===== src/rtl/div_pkg.sv =====
// rtl/div_pkg.sv - shared state encoding and default width for the restoring divider
package div_pkg;

  localparam int DIV_N = 8;

  typedef enum logic [2:0] {
    IDLE   = 3'd0,
    INIT   = 3'd1,
    SHIFT  = 3'd2,
    SUB    = 3'd3,
    NOTIFY = 3'd4
  } div_state_t;

endpackage


===== src/rtl/iter_counter.sv =====
// rtl/iter_counter.sv - iteration counter with synchronous clear and enable
module iter_counter #(
  parameter int M = 4
) (
  input  logic         CLK,
  input  logic         RESET,
  input  logic         clr,
  input  logic         en,
  output logic [M-1:0] cnt
);

  always_ff @(posedge CLK or negedge RESET) begin
    if (!RESET) begin
      cnt <= '0;
    end else if (clr) begin
      cnt <= '0;
    end else if (en) begin
      cnt <= cnt + M'(1);
    end
  end

endmodule


===== src/rtl/restoring_divider.sv =====
// rtl/restoring_divider.sv - unsigned sequential restoring divider, one quotient bit per SHIFT/SUB pair
module restoring_divider
  import div_pkg::*;
#(
  parameter  int N = DIV_N,
  localparam int M = $clog2(N) + 1
) (
  input  logic         CLK,
  input  logic         RESET,
  input  logic         START,
  input  logic [N-1:0] DIVIDEND,
  input  logic [N-1:0] DIVISOR,
  output logic [N-1:0] QUOTIENT,
  output logic [N-1:0] REMAINDER,
  output logic         BUSY,
  output logic         FINDIV,
  output logic         DIV_ZERO
);

  div_state_t   state;
  div_state_t   state_nxt;
  logic [N:0]   r;
  logic [N-1:0] q;
  logic [N-1:0] d;
  logic [M-1:0] cnt;
  logic [N:0]   trial;
  logic [N:0]   r_new;
  logic [N-1:0] q_new;
  logic         last_iter;

  iter_counter #(.M(M)) u_iter_counter (
    .CLK   (CLK),
    .RESET (RESET),
    .clr   (state == INIT),
    .en    (state == SUB),
    .cnt   (cnt)
  );

  // Trial subtraction: a set sign bit means the divisor did not fit, so R is kept.
  assign trial     = r - {1'b0, d};
  assign r_new     = trial[N] ? r : trial;
  assign q_new     = {q[N-1:1], ~trial[N]};
  assign last_iter = (cnt == M'(N - 1));

  assign BUSY   = (state == INIT) || (state == SHIFT) || (state == SUB);
  assign FINDIV = (state == NOTIFY);

  always_ff @(posedge CLK or negedge RESET) begin
    if (!RESET) begin
      state <= IDLE;
    end else begin
      state <= state_nxt;
    end
  end

  always_comb begin
    state_nxt = IDLE;
    case (state)
      IDLE:    state_nxt = START ? INIT : IDLE;
      INIT:    state_nxt = (DIVISOR == '0) ? NOTIFY : SHIFT;
      SHIFT:   state_nxt = SUB;
      SUB:     state_nxt = last_iter ? NOTIFY : SHIFT;
      NOTIFY:  state_nxt = START ? NOTIFY : IDLE;
      default: state_nxt = IDLE;
    endcase
  end

  always_ff @(posedge CLK or negedge RESET) begin
    if (!RESET) begin
      r         <= '0;
      q         <= '0;
      d         <= '0;
      QUOTIENT  <= '0;
      REMAINDER <= '0;
      DIV_ZERO  <= 1'b0;
    end else begin
      case (state)
        INIT: begin
          r        <= '0;
          q        <= DIVIDEND;
          d        <= DIVISOR;
          DIV_ZERO <= 1'b0;
          if (DIVISOR == '0) begin
            DIV_ZERO  <= 1'b1;
            QUOTIENT  <= '1;
            REMAINDER <= DIVIDEND;
          end
        end
        SHIFT: begin
          {r, q} <= {r[N-1:0], q, 1'b0};
        end
        SUB: begin
          r <= r_new;
          q <= q_new;
          if (last_iter) begin
            QUOTIENT  <= q_new;
            REMAINDER <= r_new[N-1:0];
          end
        end
        default: ;
      endcase
    end
  end

endmodule


===== config.mk =====
export PLATFORM = sky130hd
export DESIGN_NAME = restoring_divider
export DESIGN_NICKNAME = d
export VERILOG_FILES = /design/src/rtl/div_pkg.sv /design/src/rtl/iter_counter.sv /design/src/rtl/restoring_divider.sv
export SDC_FILE = /design/constraint.sdc
export NUM_CORES = 1
export LEC_CHECK = 0
export BUFFER_PORTS_ARGS = -buffer_cell sky130_fd_sc_hd__buf_2
export CELL_PAD_IN_SITES_DETAIL_PLACEMENT = 1
export CELL_PAD_IN_SITES_GLOBAL_PLACEMENT = 1
export CORE_ASPECT_RATIO = 2
export CORE_MARGIN = 2
export CORE_UTILIZATION = 40
export DETAILED_ROUTE_END_ITERATION = 6
export MAX_ROUTING_LAYER = met4
export PLACE_DENSITY = 0.71
export SYNTH_ARGS = -nofsm -noshare
export SYNTH_HDL_FRONTEND = slang
export SYNTH_SLANG_ARGS = --single-unit

===== constraint.sdc =====
create_clock -name CLK -period 2.85 [get_ports CLK]
set_input_delay 0.7125 -clock CLK [delete_from_list [all_inputs] [get_ports CLK]]
set_output_delay 0.7125 -clock CLK [all_outputs]
set_load 0.005 [all_outputs]

== After elaboration in Yosys (flattened, before gate mapping) ==
Cells that the tools add are included.
Word-level totals
  bits in registers: 49
  bits in latches: 0
  bits in writable memories: 0
  memory bits (read-only): 0
  input bits: 19
  output and inout bits: 19
  memories kept: 0
Operators by class
  add/sub/neg operators: 2
  multipliers: 0
  divide/modulo/power cells: 0
  $lt $le $gt $ge: 0
  equality and inequality tests: 8
  shift operators: 0
  muxes and demuxes: 17
  bitwise gates (word level): 2
  reductions and logical operators: 10
Operators by type and width (number)
  two-way mux 8 bit: 4
  one-hot mux 8 bit (2 select lines): 2
  one-hot mux 9 bit (3 select lines): 1
  one-hot mux 8 bit (3 select lines): 1
  one-hot mux 3 bit (5 select lines): 1
  two-way mux 3 bit: 3
  two-way mux 9 bit: 1
  subtractor 9 x 8 -> 9 bit: 1
  zero test 8 bit: 1
  two-way mux 4 bit: 2
  equality test 3 x 2 -> 1 bit, second input constant: 2
  inequality test 2 bit, second input constant: 3
  adder 4 x 1 -> 4 bit, second input constant: 1
  equality test 4 x 3 -> 1 bit, second input constant: 1
  AND reduction 2 bit: 2
  nonzero test 2 bit: 2
  equality test 3 x 1 -> 1 bit, second input constant: 1
  equality test 3 bit, second input constant: 1
  zero test 3 bit: 1
  AND reduction 3 bit: 1
  nonzero test 3 bit: 1
  logical OR 1 bit: 2
  two-way mux 1 bit: 2
  inverter 1 bit: 2

== Longest topological paths before layout ==
Gate-level depths: netlist of the first run.
  depth after elaboration: 4
  depth in mapped cells: 11

== By module ==
From an unflattened synthesis of the first run, not the netlist that was laid out.
Unflattened totals
  cells, all modules: 288
  area total of the unflattened synthesis: 2703.8 um2
Modules (own cells, without submodules)
  restoring_divider: instances 1, cells an instance 272, area an instance 2511.2 um2, seq. area each 1126.1 um2
  iter_counter: instances 1, cells an instance 16, area an instance 192.7 um2, seq. area each 100.1 um2

== Least setup slack after synthesis of the first run ==
No wires, ideal clock.
  path type: register -> register
  from: register r[0]
  to: register REMAINDER[2]
  library setup time: 0.142 ns
  arrival: 2.255 ns
  slack: 0.453 ns
  cell stages (with the launch flop): 12
  clock period less this slack: 2.397 ns
  cells stage by stage: dfrtp_1 -> inv_1 -> ha_1 -> inv_1 -> fa_1 -> a211oi_2 -> o21a_2 -> mux2i_2 -> and2_4 -> buf_8 -> mux2i_1 -> o221ai_1
Between the ends
  word-level cells in the longest chain between the ends: 4
RTL lines
  start, declared: line restoring_divider.sv:22  | logic [N:0] r;
  start signal, assigned: line restoring_divider.sv:90  | {r, q} <= {r[N-1:0], q, 1'b0};
  start signal, assigned: line restoring_divider.sv:93  | r <= r_new;
  subtractor 9 x 8 -> 9 bit: line restoring_divider.sv:40  | assign trial = r - {1'b0, d};
  two-way mux 9 bit: line restoring_divider.sv:41  | assign r_new = trial[N] ? r : trial;
  two-way mux 8 bit: line restoring_divider.sv:95  | if (last_iter) begin
  one-hot mux 8 bit (2 select lines): line restoring_divider.sv:77  | case (state)
  end signal, assigned: line restoring_divider.sv:97  | REMAINDER <= r_new[N-1:0];
  end, declared: line restoring_divider.sv:14  | output logic [N-1:0] REMAINDER,
Every way passes these cells. The select of a mux whose other input is x is not followed.
A chain may end at the register's enable or synchronous reset.

== Final worst setup path of the first run ==
  from: register r[0]
  to: register r[0]
Between the ends
  word-level cells in the longest chain between the ends: 3
RTL lines (line)
  subtractor 9 x 8 -> 9 bit: restoring_divider.sv:40
  two-way mux 9 bit *: restoring_divider.sv:41
  one-hot mux 9 bit (3 select lines) *: restoring_divider.sv:77
Every way passes the cells marked *; elsewhere a longest branch is shown, timed or not. The select of a mux whose other input is x is not followed.

==> results of run 1 <==
layout make-up:
| type | count | area, µm² | area share, % |
|---|---|---|---|
| Tap cell | 88 | 110 | 3.43 |
| Timing Repair Buffer | 47 | 260 | 8.10 |
| Clock inverter | 2 | 37.5 | 1.17 |
| Multi-Input combinational cell | 233 | 1380 | 43.1 |
| Clock buffer | 6 | 139 | 4.32 |
| Inverter | 15 | 56.3 | 1.75 |
| Sequential cell | 49 | 1230 | 38.2 |
cell usage in the layout, fill, tap and decap left out, drive strengths merged, types with 2 or more instances in the layout:
master | netlist | final
a21o | 4 | 4
a21oi | 25 | 25
a221o | 7 | 7
a31oi | 4 | 4
and2 | 2 | 2
and3 | 3 | 3
buf | 3 | 47
clkbuf | 16 | 6
dfrtp | 49 | 49
ha | 9 | 9
inv | 15 | 15
mux2i | 7 | 7
nand2 | 43 | 43
nand3 | 8 | 8
nand4 | 2 | 2
nand4b | 2 | 2
nor2 | 34 | 34
nor2b | 2 | 2
nor3 | 7 | 7
nor4 | 4 | 4
o21a | 2 | 2
o21ai | 29 | 29
o221ai | 7 | 7
o22ai | 8 | 8
or3 | 7 | 7
xnor2 | 3 | 3
xor2 | 2 | 2
worst min path at each step:
| stage | start | slack [ns] | cells after the start | endpoint |
|---|---|---|---|---|
| floorplan | RESET | 0.42 | 0 | DIV_ZERO |
| global placement | QUOTIENT[2] | 0.46 | 2 | QUOTIENT[2] |
| detailed placement | QUOTIENT[6] | 0.47 | 2 | QUOTIENT[6] |
| CTS | QUOTIENT[6] | 0.48 | 2 | QUOTIENT[6] |
| global route | QUOTIENT[2] | 0.52 | 2 | QUOTIENT[2] |
| finish | QUOTIENT[2] | 0.48 | 2 | QUOTIENT[2] |
metrics by stage:
step / hold slack (ns) / std cells
global placement: 0.457 / 432
detailed placement: 0.465 / 432
floorplan: 0.417 / 316
finish: 0.477 / 440
global route: 0.524 / 440
CTS: 0.482 / 440
kinds of logic after synthesis:
group | count (synthesis) | share of synthesized area (%)
buf+inv | 34 | 5.10
flops | 49 | 44.6
xor+xnor | 5 | 1.59
simple gates | 117 | 19.5
compound gates | 93 | 21.3
mux | 8 | 3.09
fa+ha+maj | 10 | 4.82
sequential cells by signal, summed over array words and instances, names as in the netlist:
name	cells
d	8
REMAINDER	8
q	8
DIV_ZERO	1
u_iter_counter.cnt	4
r	9
QUOTIENT	8
state	3
synth_stat cells (all sizes together) (7+ instances only):
cell type and count:
inv 15, o221ai 7, ha 9, nor2 34, a21oi 25, nand2 43, mux2i 7, clkbuf 16
o21ai 29, o22ai 8, nor3 7, a221o 7, or3 7, nand3 8, dfrtp 49
routing by layer:
| layer | vias to the layer above | global-route usage (%) | routed length [µm] |
|---|---|---|---|
| met3 | 17 | 2.60 | 179 |
| li1 | 1194 | - | - |
| met1 | 1241 | 24.1 | 3000 |
| met2 | 46 | 43.9 | 4550 |
| met5 | - | - | 0 |
| met4 | 0 | 10.1 | 254 |
worst register-to-register path: cells and delay by family, from the launching register on:
family,cells,cell delay (ns)
AO/OA/AOI/OAI,4,0.89
adder cells (fa/ha/maj),2,0.59
flip-flops,1,0.40
AND/OR/NAND/NOR,1,0.29
multiplexers,1,0.27
buffers and inverters,2,0.13
power breakdown:
| part | switching [mW] | internal, mW |
|---|---|---|
| registers | 0.243 | 0.996 |
| clock network | 0.276 | 0.439 |
| logic | 1.24 | 0.877 |
==> metrics, run 1 <==
Final HPWL DP=5970 µm; Post-synth EDFFs=0; Root Buffer Master=clkbuf_16; family with the most delay on the worst path=compound AO/OA/AOI/OAI gates; # rows=42; Via density=5.68; fin. max-slew vios=0; Worst-path clk slew=0.07 ns; Worst path max stage delay=0.43 ns; critical path class=flop to flop; crit path launch=r[0]; Post-Route Utilization=48.5%; power per cell area=1270 nW/µm²; vias in the first global route=2,652; Setup Skew=0.00371 ns; crit path capture=r[0]; Avg WL per Cell=18.2 µm; Routed Antenna Nets=0; main flop type after synthesis=dfrtp_1; # IOs=38; register area share after synthesis=44.6%; hold_buf cts=0; Resized cells post-CTS=0; most frequent cell on the critical path=inv_1; Rel. slew slack=53.2%; Crit-path slowest cell=fa_1; flop2flop setup slack=0.17 ns; post-synthesis cell count=316; syn_nets=345; Fmax achieved=373 MHz; critical path startpoint category=flop; Buf/Inv on CP=2; Routed Wire Length=7990 µm; RePlAce Congestion=0.825; Register-to-Register Path Depth=10; final total power=4.07 mW; area delta synth->final=16.8%; CTS tree=done; Final Cycle Share=94.2%; Synth cell types=46; n_diodes=0; MaxCap Viol Count=0; die area=7590 µm²; CP max FO=11; Worst-Skew Late Latency=0.29 ns; stages on the worst setup path=10; worst hold path type=flop to flop; drt pass-1 iters=4; height of the chip=121 µm; Syn. warnings=0; clk sink count=49; critical path, cell by cell=inv_1, ha_1, inv_1, fa_1, a211oi_2, o21a_2, mux2i_2, and2_4, o21ai_2, a221o_1; Final WS setup=0.165 ns; CTS H-tree depth=2; design area=3210 µm²; Global Route Usage Sum=23.3%; Num CTS Buffers=5; Max VDD drop=0.597 mV; nets=380; CP arrival=2.86 ns; RSZ-0062 raised after global routing=false; Worst Setup End Kind=flop; Final Hold Viols=0; largest cells by area after synthesis=dfrtp_1 (45%), nand2_1 (5.7%), o21ai_0 (5.1%); synthesized area per cell=8.70 µm²; initial antenna violation count=0; cell taking the most area after synthesis=dfrtp_1; via count=2,498; FF-to-FF End=r[0]; Post-DP Area=3040 µm²; Final setup viols=0; fill cell count=845; largest net degree at the start of global routing=50; die width=62.6 µm; Post-synth ARST share=100%; core area=6620 µm²; Static Leak=1.47 nW; starting density of the core=41.5%; outcome=finished, final reports clean; share of layout cells above drive strength 1=17.9%; Tmin final=2.68 ns; top cell type's share of synthesized area=44.6%; DRC=0; Clock Tree Buf Depth=2; first-pass GRT wire length=13,400 µm; Netlist Area Pre-Place=2750 µm²; IO buf count=37; worst-margin pin slew=0.697 ns; DRT iter0 DRCs=95; Setup Fix Bufs, Post-CTS=0; setup TNS=0 ns; Yosys reg bits=49; reg2reg start=r[0]; required time worst endpoint=3.03 ns; Worst Setup Slack post-DPL=0.182 ns; grt ovf=0
No activity file was read; power rests on OpenSTA's default activity.
==> run 2: changes to the inputs <==
--- a/config.mk
+++ b/config.mk
@@ -16,2 +16,3 @@
 export PLACE_DENSITY = 0.71
+export SETUP_SLACK_MARGIN = 0.2
 export SYNTH_ARGS = -nofsm -noshare
==> constraint.sdc (replaced) <==
create_clock -name CLK -period 2.9 [get_ports CLK]
set_input_delay 0.435 -clock CLK [delete_from_list [all_inputs] [get_ports CLK]]
set_output_delay 0.435 -clock CLK [all_outputs]
set_load 0.005 [all_outputs]
==> run 2 against run 1 <==
Effect of this change:
- clock-buffer cell count did not move
- worst hold slack got worse by 0.23 ns
- total power fell by 1.9%
- routed wire length rose by 3.2%
- critical path type unchanged
- critical endpoint is now r[7]
- largest cell class unchanged
- largest power group unchanged
==> metrics, run 2 (synthesized netlist as in run 1, its figures left out) <==
# rows=42 (unchanged); clk sink count=49 (unchanged); # IOs=38 (unchanged); initial antenna violation count=0 (unchanged); CTS H-tree depth=2 (unchanged); hold_buf cts=0 (unchanged); RSZ-0062 raised after global routing=false (unchanged); vias in the first global route=2,697 (was 2,652); final total power=3.99 mW (was 4.07 mW); Max VDD drop=0.558 mV (was 0.597 mV); height of the chip=121 µm (unchanged); MaxCap Viol Count=0 (unchanged); critical path startpoint category=flop (unchanged); setup TNS=0 ns (unchanged); flop2flop setup slack=0.33 ns (was 0.17 ns); Fmax achieved=388 MHz (was 373 MHz); worst hold path type=input pin to asynchronous set/reset pin (was flop to flop); CP max FO=7 (was 11); worst-margin pin slew=0.776 ns (was 0.697 ns); Routed Antenna Nets=0 (unchanged); Worst-Skew Late Latency=0.30 ns (was 0.29 ns); outcome=finished, final reports clean (unchanged); DRC=0 (unchanged); starting density of the core=41.5% (unchanged); first-pass GRT wire length=13,300 µm (was 13,400 µm); RePlAce Congestion=0.798 (was 0.825); share of layout cells above drive strength 1=18.4% (was 17.9%); grt ovf=0 (unchanged); required time worst endpoint=3.08 ns (was 3.03 ns); drt pass-1 iters=4 (unchanged); commonest non-fill, non-tap cell in the layout=dfrtp_1 (unchanged); area delta synth->final=16.6% (was 16.8%); Crit-path slowest cell=dfrtp_1 (was fa_1); Root Buffer Master=clkbuf_16 (unchanged); Via density=5.81 (was 5.68); Post-Route Utilization=48.4% (was 48.5%); Buf/Inv on CP=2 (unchanged); Rel. slew slack=47.9% (was 53.2%); core area=6620 µm² (unchanged); most frequent cell on the critical path=inv_1 (unchanged); Global Route Usage Sum=23.2% (was 23.3%); Static Leak=1.46 nW (was 1.47 nW); Worst path max stage delay=0.40 ns (was 0.43 ns); Worst-path clk slew=0.07 ns (about the same); Tmin final=2.57 ns (was 2.68 ns); Worst Setup End Kind=flop (unchanged); Final HPWL DP=5920 µm (was 5970 µm); Avg WL per Cell=18.7 µm (was 18.2 µm); Num CTS Buffers=5 (unchanged); largest net degree at the start of global routing=50 (unchanged); max reg flops=9 (unchanged); die width=62.6 µm (unchanged); DRT iter0 DRCs=113 (was 95); CTS tree=done (unchanged); power per cell area=1250 nW/µm² (was 1270 nW/µm²); Clock Tree Buf Depth=2 (unchanged); via count=2,564 (was 2,498); IO buf count=37 (unchanged); most frequent cells in the layout=dfrtp_1 (49), nand2_1 (42), buf_2 (37), nor2_1 (34), o21ai_0 (28) (unchanged); die area=7590 µm² (unchanged); critical path, cell by cell=inv_1, ha_1, inv_1, fa_2, a211oi_2, o21a_2, mux2i_4, and2_4, o21ai_2, a221o_1 (was inv_1, ha_1, inv_1, fa_1, a211oi_2, o21a_2, mux2i_2, and2_4, o21ai_2, a221o_1); Final Cycle Share=88.8% (was 94.2%); Setup Skew=0.00558 ns (was 0.00371 ns); Most flops, register=r (unchanged); family with the most delay on the worst path=compound AO/OA/AOI/OAI gates (unchanged); Routed Wire Length=8240 µm (was 7990 µm); n_diodes=0 (unchanged); Final Hold Viols=0 (unchanged); nets=381 (was 380); Final setup viols=0 (unchanged); CP arrival=2.75 ns (was 2.86 ns); critical path class=flop to flop (unchanged); fill cell count=823 (was 845); fin. max-slew vios=0 (unchanged)
[run 2: what timing repair did]
action	in CTS	in global routing
setup endpoints to repair	0	11
setup buffers	0	1
gates resized for setup	0	3
[run 2: worst paths after layout]
kind | startpoint | to | depth (start not counted)
max in group asynchronous | RESET | r[7] | 2
max | r[0] | r[7] | 10
min in group CLK | DIVISOR[1] | d[1] | 3
min reg2reg | QUOTIENT[1] | QUOTIENT[1] | 2
max reg2reg | r[0] | r[7] | 10
min | RESET | q[4] | 2
[run 2: per-stage QoR]
stage	setup slack, ns	area, µm²	instances	hold slack [ns]
global placement	0.328	3030	431	0.456
floorplan	0.503	2750	316	0.139
CTS	0.250	3170	439	0.282
global route	0.199	3210	441	0.320
detailed placement	0.264	3030	431	0.470
finish	0.325	3210	441	0.243
[run 2: final cells by class]
class | count | area [µm²] | area share [%]
inverter | 15 | 56.3 | 1.76
tap | 88 | 110 | 3.43
sequential | 49 | 1230 | 38.3
multi-input combinational | 234 | 1410 | 44.0
timing repair buffer | 47 | 260 | 8.12
clock inverter | 2 | 15.0 | 0.468
clock buffer | 6 | 129 | 4.02
[run 2: power breakdown]
group	switching, mW	leakage (nW)	total, mW	internal, mW
logic	1.29	0.821	2.20	0.906
clock network	0.270	0.0631	0.591	0.321
registers	0.224	0.574	1.20	0.979
[run 2: per-layer routing]
metal | up-vias | track usage [%] | part of all wire [%]
li1 | 1193 | - | -
met1 | 1301 | 24.0 | 38
met2 | 49 | 43.6 | 56
met3 | 21 | 2.97 | 2.3
met4 | 0 | 9.72 | 3.7
met5 | - | - | 0
==> run 3: changes to the inputs <==
SLEW_MARGIN = 25   (was default)
clock period = 2.65 ns   (was 2.9 ns; I/O delays follow)
==> run 3 against run 2 <==
Effect of this change:
- final cell count increased by 5.4%
- worst setup slack got worse by 0.37 ns
- die area unchanged
- highest routed layer unchanged
- non-clock buffer count increased by 24
- combinational power increased by 48%
- sequential power increased by 12%
- maximum frequency decreased by 4.5%
- total power increased by 36%
- critical endpoint is now r[1]
- clock skew increased by 0.0015 ns
- critical path type unchanged
- register-to-register slack got worse by 0.37 ns
- first-iteration DRC count increased by 65%
- the run now ends with setup timing left
- critical path depth increased by 8
==> metrics, run 3 (synthesized netlist as in run 1, its figures left out) <==
most frequent cells in the layout=dfrtp_1 (49), nand2_1 (41), buf_2 (37), nor2_1 (34), buf_4 (30) (was dfrtp_1 (49), nand2_1 (42), buf_2 (37), nor2_1 (34), o21ai_0 (28)); core area=6620 µm² (unchanged); worst hold path type=input pin to asynchronous set/reset pin (unchanged); drt pass-1 iters=4 (unchanged); Worst-path clk slew=0.07 ns (about the same); CTS H-tree depth=2 (unchanged); height of the chip=121 µm (unchanged); Routed Wire Length=9530 µm (was 8240 µm); Final Hold Viols=0 (unchanged); DRT iter0 DRCs=187 (was 113); largest net degree at the start of global routing=50 (unchanged); final total power=5.44 mW (was 3.99 mW); most frequent cell on the critical path=buf_4 (was inv_1); worst-margin pin slew=0.904 ns (was 0.776 ns); Rel. slew slack=39.3% (was 47.9%); reg2reg start=r[0] (unchanged); Setup Skew=0.00704 ns (was 0.00558 ns); Worst Setup End Kind=flop (unchanged); Crit-path slowest cell=dfrtp_1 (unchanged); Worst path max stage delay=0.39 ns (was 0.40 ns); hold_buf cts=0 (unchanged); Tmin final=2.70 ns (was 2.57 ns); CTS tree=done (unchanged); n_diodes=0 (unchanged); CP max FO=2 (was 7); initial antenna violation count=0 (unchanged); die area=7590 µm² (unchanged); clk sink count=49 (unchanged); crit path launch=r[0] (unchanged); fill cell count=804 (was 823); nets=405 (was 381); Global Route Usage Sum=26.1% (was 23.2%); DRC=0 (unchanged); fin. max-slew vios=0 (unchanged); required time worst endpoint=2.89 ns (was 3.08 ns); commonest non-fill, non-tap cell in the layout=dfrtp_1 (unchanged); via count=2,705 (was 2,564); outcome=finished with violations (was finished, final reports clean); Fmax achieved=371 MHz (was 388 MHz); critical path class=flop to flop (unchanged); Max VDD drop=1.06 mV (was 0.558 mV); failing checks=setup timing; area delta synth->final=29.8% (was 16.6%); Final WS setup=-0.0456 ns (was 0.325 ns); Routed Antenna Nets=0 (unchanged); max reg flops=9 (unchanged); Static Leak=1.63 nW (was 1.46 nW); Final setup viols=2 (was 0); Num CTS Buffers=5 (unchanged); starting density of the core=41.5% (unchanged); CP arrival=2.93 ns (was 2.75 ns); grt ovf=0 (unchanged); family with the most delay on the worst path=buffers and inverters (was compound AO/OA/AOI/OAI gates); Final Cycle Share=102% (was 88.8%); Root Buffer Master=clkbuf_16 (unchanged); RSZ-0062 raised after global routing=true (was false); critical path startpoint category=flop (unchanged); Final HPWL DP=5930 µm (was 5920 µm); share of layout cells above drive strength 1=28.4% (was 18.4%); Via density=5.82 (was 5.81); die width=62.6 µm (unchanged); # rows=42 (unchanged); first-pass GRT wire length=14,900 µm (was 13,300 µm); Avg WL per Cell=20.5 µm (was 18.7 µm); vias in the first global route=2,896 (was 2,697); Clock Tree Buf Depth=2 (unchanged); Worst-Skew Late Latency=0.30 ns (about the same); # IOs=38 (unchanged); Worst Setup Slack post-DPL=-0.0351 ns (was 0.264 ns); Buf/Inv on CP=16 (was 2); power per cell area=1520 nW/µm² (was 1250 nW/µm²); RePlAce Congestion=0.782 (was 0.798); MaxCap Viol Count=0 (unchanged); critical path, cell by cell=inv_2, buf_4, buf_4, buf_4, buf_4, buf_4, buf_4, buf_4, buf_4, buf_4, buf_4, buf_4, buf_4, buf_4, buf_4, buf_4, nor4_4, a221o_1 (was inv_1, ha_1, inv_1, fa_2, a211oi_2, o21a_2, mux2i_4, and2_4, o21ai_2, a221o_1); Post-Route Utilization=53.9% (was 48.4%); Most flops, register=r (unchanged); IO buf count=37 (unchanged)
## run 3: worst reg2reg max path: stages (launching register included)
cell and delay, ns:
dfrtp_1 0.39, inv_2 0.07, buf_4 0.13, buf_4 0.12, buf_4 0.12, buf_4 0.12
buf_4 0.12, buf_4 0.13, buf_4 0.12, buf_4 0.12, buf_4 0.12, buf_4 0.13
buf_4 0.13, buf_4 0.13, buf_4 0.12, buf_4 0.12, buf_4 0.13, nor4_4 0.15
a221o_1 0.16
## run 3: layer usage
layer	share of wire [%]	routed length (µm)	track usage (%)	vias to the layer above
met5	0	0	-	-
met4	4.1	388	15.8	0
met3	2.6	252	3.06	27
met2	56	5380	46.6	73
met1	37	3510	27.0	1362
li1	-	-	-	1243
## run 3: timing repair
item,4_1_cts,5_1_grt
pin swaps,11,12
buffers inserted,18,5
resized for setup,7,28
endpoints found under the setup margin,17,19
gates cloned,1,0
## run 3: final timing paths
check | end | slack (ns) | depth (start not counted)
worst max-delay path | r[1] | -0.05 | 18
worst min-delay path | QUOTIENT[7] | 0.21 | 2
worst max register to register | r[1] | -0.05 | 18
worst min register to register | QUOTIENT[0] | 0.48 | 1
max in group asynchronous | d[5] | 1.99 | 2
min in group CLK | d[5] | 0.32 | 3
## run 3: layout make-up
class / instances / area (µm²) / share of cell area (%)
clock inverter: 3 / 68.8 / 1.93
tap: 88 / 110 / 3.08
timing repair buffer: 71 / 455 / 12.8
sequential: 49 / 1230 / 34.3
clock buffer: 5 / 125 / 3.51
multi-input combinational: 234 / 1530 / 42.8
inverter: 15 / 56.3 / 1.58
## run 3: through the flow
stage	setup TNS [ns]	cells	area, µm²	hold WS [ns]
6_report	-0.0604	465	3570	0.208
3_5_place_dp	-0.118	433	3040	0.465
5_1_grt	-0.423	465	3570	0.269
3_3_place_gp	0	433	3040	0.455
2_1_floorplan	0	316	2750	0.102
4_1_cts	0	460	3410	0.235
## run 3: power by group
group | internal (mW) | leakage [nW] | total, mW | switching [mW]
logic | 1.43 | 0.957 | 3.26 | 1.83
clock network | 0.545 | 0.0944 | 0.848 | 0.304
registers | 1.07 | 0.574 | 1.34 | 0.265
